<file path="src/rtl/spi_ram_cmd.sv">
// ---------------------------------------------------------------------------
// spi_ram_cmd
//
// Command-decoding single-port RAM that sits directly behind an SPI slave.
// The slave hands over 10-bit frames: the top two bits select a command and
// the low byte is the payload. Four commands are understood:
//
//   2'b00 WR_ADDR  load the write address
//   2'b01 WR_DATA  store the payload at the write address
//   2'b10 RD_ADDR  load the read address
//   2'b11 RD_DATA  return mem[read address] on tx_data (payload is a dummy)
//
// rx_valid is a level that can stay high for many cycles while the slave
// holds a frame, so a command runs only on the rising edge of rx_valid.
// Every RD_DATA produces exactly one tx_valid pulse, even when the read is
// rejected, so the slave always has a byte to shift out.
//
// Optional feature (compile-time macro SPI_RAM_AUTO_INC_EN):
//   When defined, a successful WR_DATA / RD_DATA advances its address by one,
//   wrapping from MEM_DEPTH-1 to 0. When undefined, addresses change only
//   through WR_ADDR / RD_ADDR.
//
// Parameters:
//   MEM_DEPTH  number of 8-bit words, 2..256
//   ADDR_SIZE  address width, 2**ADDR_SIZE >= MEM_DEPTH, ADDR_SIZE <= 8
//
// Ports:
//   clk       system clock, rising edge
//   rst_n     asynchronous active-low reset
//   rx_data   frame from the SPI slave, [9:8] command, [7:0] payload
//   rx_valid  frame valid level from the SPI slave
//   tx_data   read-back byte, held until the next RD_DATA
//   tx_valid  one-cycle pulse, tx_data updated
//   seq_err   one-cycle pulse, the accepted command was rejected
// ---------------------------------------------------------------------------
module spi_ram_cmd #(
    parameter int MEM_DEPTH = 256,
    parameter int ADDR_SIZE = 8
) (
    input  logic       clk,
    input  logic       rst_n,
    input  logic [9:0] rx_data,
    input  logic       rx_valid,
    output logic [7:0] tx_data,
    output logic       tx_valid,
    output logic       seq_err
);

    // Command encodings carried in rx_data[9:8].
    localparam logic [1:0] CMD_WR_ADDR = 2'b00;
    localparam logic [1:0] CMD_WR_DATA = 2'b01;
    localparam logic [1:0] CMD_RD_ADDR = 2'b10;
    localparam logic [1:0] CMD_RD_DATA = 2'b11;

    // Depth widened by one bit so MEM_DEPTH == 2**ADDR_SIZE still fits and
    // the range comparison below is width-matched.
    localparam logic [ADDR_SIZE:0]   DEPTH_EXT = (ADDR_SIZE + 1)'(MEM_DEPTH);
    localparam logic [ADDR_SIZE-1:0] ADDR_LAST = ADDR_SIZE'(MEM_DEPTH - 1);

`ifdef SPI_RAM_AUTO_INC_EN
    localparam bit AUTO_INC = 1'b1;
`else
    localparam bit AUTO_INC = 1'b0;
`endif

    // -----------------------------------------------------------------------
    // State
    // -----------------------------------------------------------------------
    logic [7:0]           mem [MEM_DEPTH];
    logic [ADDR_SIZE-1:0] wr_addr;
    logic [ADDR_SIZE-1:0] rd_addr;
    logic                 wr_addr_vld;
    logic                 rd_addr_vld;
    logic                 rx_valid_q;

    // -----------------------------------------------------------------------
    // Frame decode
    // -----------------------------------------------------------------------
    logic                 accept;
    logic [1:0]           cmd;
    logic [7:0]           payload;
    logic                 addr_ovf;
    logic                 wr_in_range;
    logic                 rd_in_range;
    logic                 wr_ok;
    logic                 rd_ok;
    logic [ADDR_SIZE-1:0] wr_addr_inc;
    logic [ADDR_SIZE-1:0] rd_addr_inc;

    // One command per frame: only the cycle where rx_valid first rises.
    assign accept  = rx_valid && !rx_valid_q;
    assign cmd     = rx_data[9:8];
    assign payload = rx_data[7:0];

    // An address payload with bits set above the address field cannot be
    // represented and is rejected. With ADDR_SIZE == 8 this is always 0.
    assign addr_ovf = (payload >> ADDR_SIZE) != 8'h00;

    // Non-power-of-two depths leave addresses that exist in the register but
    // not in the array; those are caught here before touching mem.
    assign wr_in_range = {1'b0, wr_addr} < DEPTH_EXT;
    assign rd_in_range = {1'b0, rd_addr} < DEPTH_EXT;

    assign wr_ok = accept && (cmd == CMD_WR_DATA) && wr_addr_vld && wr_in_range;
    assign rd_ok = accept && (cmd == CMD_RD_DATA) && rd_addr_vld && rd_in_range;

    // Wrap at the real depth, not at 2**ADDR_SIZE.
    assign wr_addr_inc = (wr_addr == ADDR_LAST) ? '0 : wr_addr + ADDR_SIZE'(1);
    assign rd_addr_inc = (rd_addr == ADDR_LAST) ? '0 : rd_addr + ADDR_SIZE'(1);

    // -----------------------------------------------------------------------
    // Storage
    // -----------------------------------------------------------------------
    // NOTE: the array has no reset branch on purpose; contents survive rst_n
    // and a reset port would stop the array mapping onto RAM primitives.
    always_ff @(posedge clk) begin
        if (wr_ok) begin
            mem[wr_addr] <= payload;
        end
    end

    // -----------------------------------------------------------------------
    // Control and response
    // -----------------------------------------------------------------------
    // NOTE: every register here is updated with <= so all reads in this block
    // see the values from before the edge, independent of statement order.
    always_ff @(posedge clk or negedge rst_n) begin
        if (!rst_n) begin
            rx_valid_q  <= 1'b0;
            wr_addr     <= '0;
            rd_addr     <= '0;
            wr_addr_vld <= 1'b0;
            rd_addr_vld <= 1'b0;
            tx_data     <= 8'h00;
            tx_valid    <= 1'b0;
            seq_err     <= 1'b0;
        end else begin
            rx_valid_q <= rx_valid;

            // Pulses default low; an accepted command raises them for one
            // cycle only.
            tx_valid <= 1'b0;
            seq_err  <= 1'b0;

            if (accept) begin
                case (cmd)
                    CMD_WR_ADDR: begin
                        if (addr_ovf) begin
                            wr_addr_vld <= 1'b0;
                            seq_err     <= 1'b1;
                        end else begin
                            wr_addr     <= payload[ADDR_SIZE-1:0];
                            wr_addr_vld <= 1'b1;
                        end
                    end

                    CMD_WR_DATA: begin
                        // The array write itself lives in the storage block.
                        if (!wr_ok) begin
                            seq_err <= 1'b1;
                        end else if (AUTO_INC) begin
                            wr_addr <= wr_addr_inc;
                        end
                    end

                    CMD_RD_ADDR: begin
                        if (addr_ovf) begin
                            rd_addr_vld <= 1'b0;
                            seq_err     <= 1'b1;
                        end else begin
                            rd_addr     <= payload[ADDR_SIZE-1:0];
                            rd_addr_vld <= 1'b1;
                        end
                    end

                    CMD_RD_DATA: begin
                        // Always answer so the slave never stalls; a rejected
                        // read answers with zero and flags the error.
                        tx_valid <= 1'b1;
                        if (rd_ok) begin
                            tx_data <= mem[rd_addr];
                            if (AUTO_INC) begin
                                rd_addr <= rd_addr_inc;
                            end
                        end else begin
                            tx_data <= 8'h00;
                            seq_err <= 1'b1;
                        end
                    end

                    default: begin
                        tx_valid <= 1'b0;
                    end
                endcase
            end
        end
    end

endmodule

</file>
<file path="config.mk">
export PLATFORM = sky130hd
export DESIGN_NAME = spi_ram_cmd
export DESIGN_NICKNAME = d
export VERILOG_FILES = /design/src/rtl/spi_ram_cmd.sv
export SDC_FILE = /design/constraint.sdc
export NUM_CORES = 2
export LEC_CHECK = 0
export CAP_MARGIN = 20
export CORE_ASPECT_RATIO = 1.5
export CORE_MARGIN = 2
export CORE_UTILIZATION = 55
export CTS_CLUSTER_SIZE = 10
export DETAILED_ROUTE_END_ITERATION = 7
export PLACE_DENSITY = 0.75
export SYNTH_ARGS = -nofsm -noshare
export SYNTH_HDL_FRONTEND = slang
export SYNTH_SLANG_ARGS = --single-unit
</file>
<file path="constraint.sdc">
create_clock -name clk -period 3.26 [get_ports clk]
set_input_delay 0.652 -clock clk [delete_from_list [all_inputs] [get_ports clk]]
set_output_delay 0.652 -clock clk [all_outputs]
set_load 0.03 [all_outputs]
</file>
# Word-level counts from Yosys, hierarchy flattened
# Memories as Yosys holds them, arrays and structs flattened.
# Index checks and enable logic that the tools add are counted.
[word_totals]
ff_bits = 29
ramBits = 2048
inputBits = 13
out_inout_bits = 10
word_cells = 32
mem_count = 1
[op_classes]
n_eq_ne = 3
mux = 9
reduce_logical = 11
[memory_table]
columns = ["name", "depth", "word_bits", "read_ports", "rd_ports_with_merged_regs", "write_ports", "line_no", "text"]
rows = [
  ["mem", 256, 8, 1, 0, 1, "69", "logic [7:0] mem [MEM_DEPTH];"],
]
[op_table]
columns = ["operator", "n"]
rows = [
  ["two-way mux 8 bit", 1],
  ["two-way mux 1 bit", 7],
  ["AND reduction 2 bit", 3],
  ["logical AND 1 bit", 5],
  ["equality test 2 bit, second input constant", 2],
  ["one-hot mux 1 bit (3 select lines)", 1],
  ["equality test 2 x 1 -> 1 bit, second input constant", 1],
  ["logical NOT 2 bit", 1],
  ["OR reduction 2 bit", 1],
  ["logical NOT 1 bit", 1],
]

# Depth between registers and ports, before layout
[depth]
ltp_word = 7
depth_mapped = 13
depth_no_buf = 8

# Worst setup path before layout
# No wires, ideal clock.
[synth_path]
path_type = "input to register"
from = "input port rx_data[8]"
to = "memory mem[180][0], enable pin"
setup_ns = 0.370
t_arrival_ns = 2.118
t_required_ns = 2.890
setup_slack_ns = 0.772
cell_stages = 6
n_path_buf = 1
cell_sequence = "and3b_1 nand2_1 nor3b_1 nand3_1 clkbuf_1 nor2_1"
[synth_via]
elab_chain_len = 5
[synth_lines]
columns = ["item", "line_no", "text"]
rows = [
  ["from (decl)", "42", "input logic [9:0] rx_data,"],
  ["equality test 2 x 1 -> 1 bit", "104", "assign wr_ok = accept && (cmd == CMD_WR_DATA) && wr_addr_vld && wr_in_range;"],
  ["logical AND 1 bit (2 in a row)", "104", ""],
  ["two-way mux 1 bit", "117", "if (wr_ok) begin"],
  ["two-way mux 1 bit (implied by the code)", "118", "mem[wr_addr] <= payload;"],
  ["to (decl)", "69", ""],
]
# Every way passes these cells.

# Final worst setup path
[layout_path]
from = "register rd_addr[0]"
to = "register tx_data[6]"
[layout_via]
elab_chain_len = 2
[layout_lines]
columns = ["item", "line_no", "text"]
rows = [
  ["from (decl)", "71", "logic [ADDR_SIZE-1:0] rd_addr;"],
  ["from (signal assigned)", "171", "rd_addr <= payload[ADDR_SIZE-1:0];"],
  ["from (signal assigned)", "183", "rd_addr <= rd_addr_inc;"],
  ["memory read (256 x 8 bit)", "n/a", ""],
  ["two-way mux 8 bit", "180", "if (rd_ok) begin"],
  ["to (signal assigned)", "181", "tx_data <= mem[rd_addr];"],
  ["to (decl)", "44", "output logic [7:0] tx_data,"],
]
# Every way passes these cells.
# A chain may end at the register's enable or synchronous reset.

==> results.toml <==
[status]
status = "finished with violations"
failed_checks = "negative setup slack"

[clock_tree]
clock-sinks = 2077
cts_buffers = 226
tritoncts = "done"
clkTransAtPathRegs_ns = 0.06
htreeDepth = 4
cts-root-buf = "clkbuf_16"
clk_path_buf_depth = 3
insertion_delay_ns = 0.85

[grt]
antenna_found_initial = 2
grtUsageTotal = 0.278
overflow = 0
grt_pass1_wl_mm = 304
grt_start_max_net_pins = 135
grt_pass1_vias = 44500

[routing]
via_per_inst = 6.60
drt-total-wl_mm = 211
drc_errors = 0
wl_per_cell_microns = 31.4
drt_iter0_markers = 5581
via_count = 44200
drt.antenna.violating_nets = 0
drt-pass1-iter-count = 6

[worst_setup_path]
crit_type = "reg2reg"
path_max_fanout = 23
start_kind = "flop"
crit_arrival_ns = 3.99
r2r-start = "rd_addr[0]"
required_ns = 3.98
cp_slowest_stage_delay_ns = 0.59
r2r_slack_ns = -0.01
r2r_end = "tx_data[6]"
path_cells = "buf_12, buf_12, mux4_2, and2_1, o31ai_1, o21ai_0, o21ai_0, nor4_2, a221o_1"
cpMaxStageDelayCell = "o21ai_0"
end_kind = "flop"
cp_num_buf_inv = 2
r2r_cells = 9
cp_top_family = "compound AO/OA/AOI/OAI gates"

[floorplan]
initial_utilization = 0.552
ioPinCount = 23
die_width_microns = 319
dieArea_sq_mm = 0.152
design.core.area_sq_mm = 0.148
die_h_microns = 476
rows = 173

[synth]
synth_area_sq_mm = 0.0816
syn_inst = 4159
ys_ff_latch = 2077
synth_fp_nets = 4172
synthMuxAreaShare = 0.140
synthSimpleGateAreaFrac = 0.0285
synth_fa_ha_area_frac = 0
yosysSeqAreaShare = 0.762
synth_xor_xnor_area_share = 0
ys.flop_type = "edfxtp_1"
synthArstFlopShare = 0.0140
synth_top_family_by_area = "multiplexers"
yosysUniqueCellTypes = 73
synth-edff-count = 2048
yosysWarnings = 0
synth_compound_area_frac = 0.0460
synth_area_per_cell_sq_um = 19.6

[placed_design]
placed_cell_area_sq_mm = 0.0873
port_buffers = 22
place_inst = 6396
gp_congestion = 0.949
hpwl_mm = 131

[timing]
tightest_slew_ns = 1.19
fin_crit_sh = 1.00
finalHoldViolCount = 0
period_minus_slack_ns = 3.27
drv_slew = 0
finClkSkew_ns = 0.0547
max_slew_margin = 0.207
finalSetupViolCount = 2
worst_slack_ns = -0.0115
finalHoldWorstSlack_ns = 0.0818
fmax_mhz = 306

[finish]
instances_no_fill = 6699
fill_cells = 9634
final_cell_mix = "edfxtp_1 (2,048), buf_4 (496), mux2i_1 (448)"
multi_input_area_sq_mm = 0.0176
fin_area_sq_mm = 0.0935
drive_gt1_frac = 0.236
final_util = 0.633
area_growth_pct = 14.6
regArea_sq_mm = 0.0622
final_common_cell = "edfxtp_1"
nets = 4716

[pwr]
ir_worst_vdd_v = 0.000587
powerDensity_mw_per_mm2 = 669
power.leakage_nw = 30.7

[hold_path]
worst_hold_startpoint = "rx_data[5]"
worstHoldEndpoint = "mem[232][5]"
hold_path.class = "in2reg"
hold_depth = 1

[flow_run]
maxCapViolCount = 0
==> through the flow <==
stage,setup slack [ns],setup TNS [ns],total power (W)
after global placement,0.0255,0,0.0405
after detailed placement,-0.0496,-0.0594,0.0406
after CTS,0.0144,0,0.0625
final,-0.0115,-0.0221,0.0625
after global routing,-0.00590,-0.00590,0.0640
after floorplan,0.772,0,0.0366
==> per-layer routing <==
layer,GRT usage,vias up,part of all wire
met2,0.475,2747,0.51
met4,0.169,0,0.070
met5,0,-,0
met3,0.0498,648,0.087
li1,-,18200,-
met1,0.330,22600,0.34
==> power by group <==
part           switching (W)  total [W]  internal [W]
clock network        0.00963     0.0221        0.0125
registers           0.000237     0.0297        0.0295
logic                0.00659     0.0107       0.00414
total                 0.0165     0.0625        0.0461
==> state kept, by name, summed over array words and instances, names as in the netlist <==
register and cells:
mem 2048, rd_addr 8, tx_data 8, wr_addr 8, rd_addr_vld 1, rx_valid_q 1, seq_err 1, tx_valid 1
wr_addr_vld 1
==> how the worst max path moves through the flow <==
stage,start,end,depth (start not counted)
floorplan,rx_data[8],mem[180][0],6
CTS,rd_addr[0],tx_data[6],9
detailed placement,rd_addr[0],tx_data[6],11
finish,rd_addr[0],tx_data[6],9
global placement,rd_addr[0],tx_data[6],11
global route,rd_addr[0],tx_data[6],9
==> layout make-up <==
cell class,instances,share of cell area
Inverter,5,0.000227
Multi-Input combinational cell,1819,0.188
Sequential cell,2077,0.665
Timing Repair Buffer,574,0.0546
Antenna cell,2,0.0000535
Tap cell,1925,0.0258
Clock inverter,14,0.00273
Clock buffer,283,0.0630
==> cells by family (layout without fill, tap and decap cells) <==
logic type | count (synthesis) | count (layout)
compound gates | 525 | 525
buf+inv | 263 | 876
flops | 2077 | 2077
mux | 760 | 760
other cells | 0 | 2
simple gates | 534 | 534
==> synthesized netlist by cell type (5+ instances only) <==
cell,n,area (sq um)
edfxtp_1,2048,61500
mux2i_1,448,4480
nor2_1,291,1090
mux4_2,284,6400
o221ai_1,185,1620
o22ai_1,102,638
a21oi_1,101,505
clkbuf_1,101,379
nand2_1,77,289
nor3_1,73,365
buf_2,53,265
buf_6,52,586
o21ai_0,46,230
dfrtp_1,29,726
nand3_1,27,135
buf_4,19,143
a211oi_1,18,135
buf_8,17,255
mux4_1,16,420
nand4_1,13,81.3
mux2_2,12,135
and2_1,10,62.6
buf_12,10,200
nor2b_1,9,56.3
a2111oi_0,7,61.3
a31oi_1,7,43.8
or3_1,7,43.8
a21o_1,6,45.0
nor4_1,6,37.5
o31ai_1,5,37.5
==> repair_timing <==
action,4_1_cts,5_1_grt
hold buffers,0,0
buffers inserted,0,2
endpoints found under the setup margin,2,8
cloned,0,1
resized for setup,3,10
==> worst reg2reg max path, delay by kind of cell, from the launching register on <==
family,cells,cell delay (ns)
AO/OA/AOI/OAI,4,1.25
buffers and inverters,2,0.50
flip-flops,1,0.57
multiplexers,1,0.50
AND/OR/NAND/NOR,2,0.34
Power figures use the tool's default switching activity.
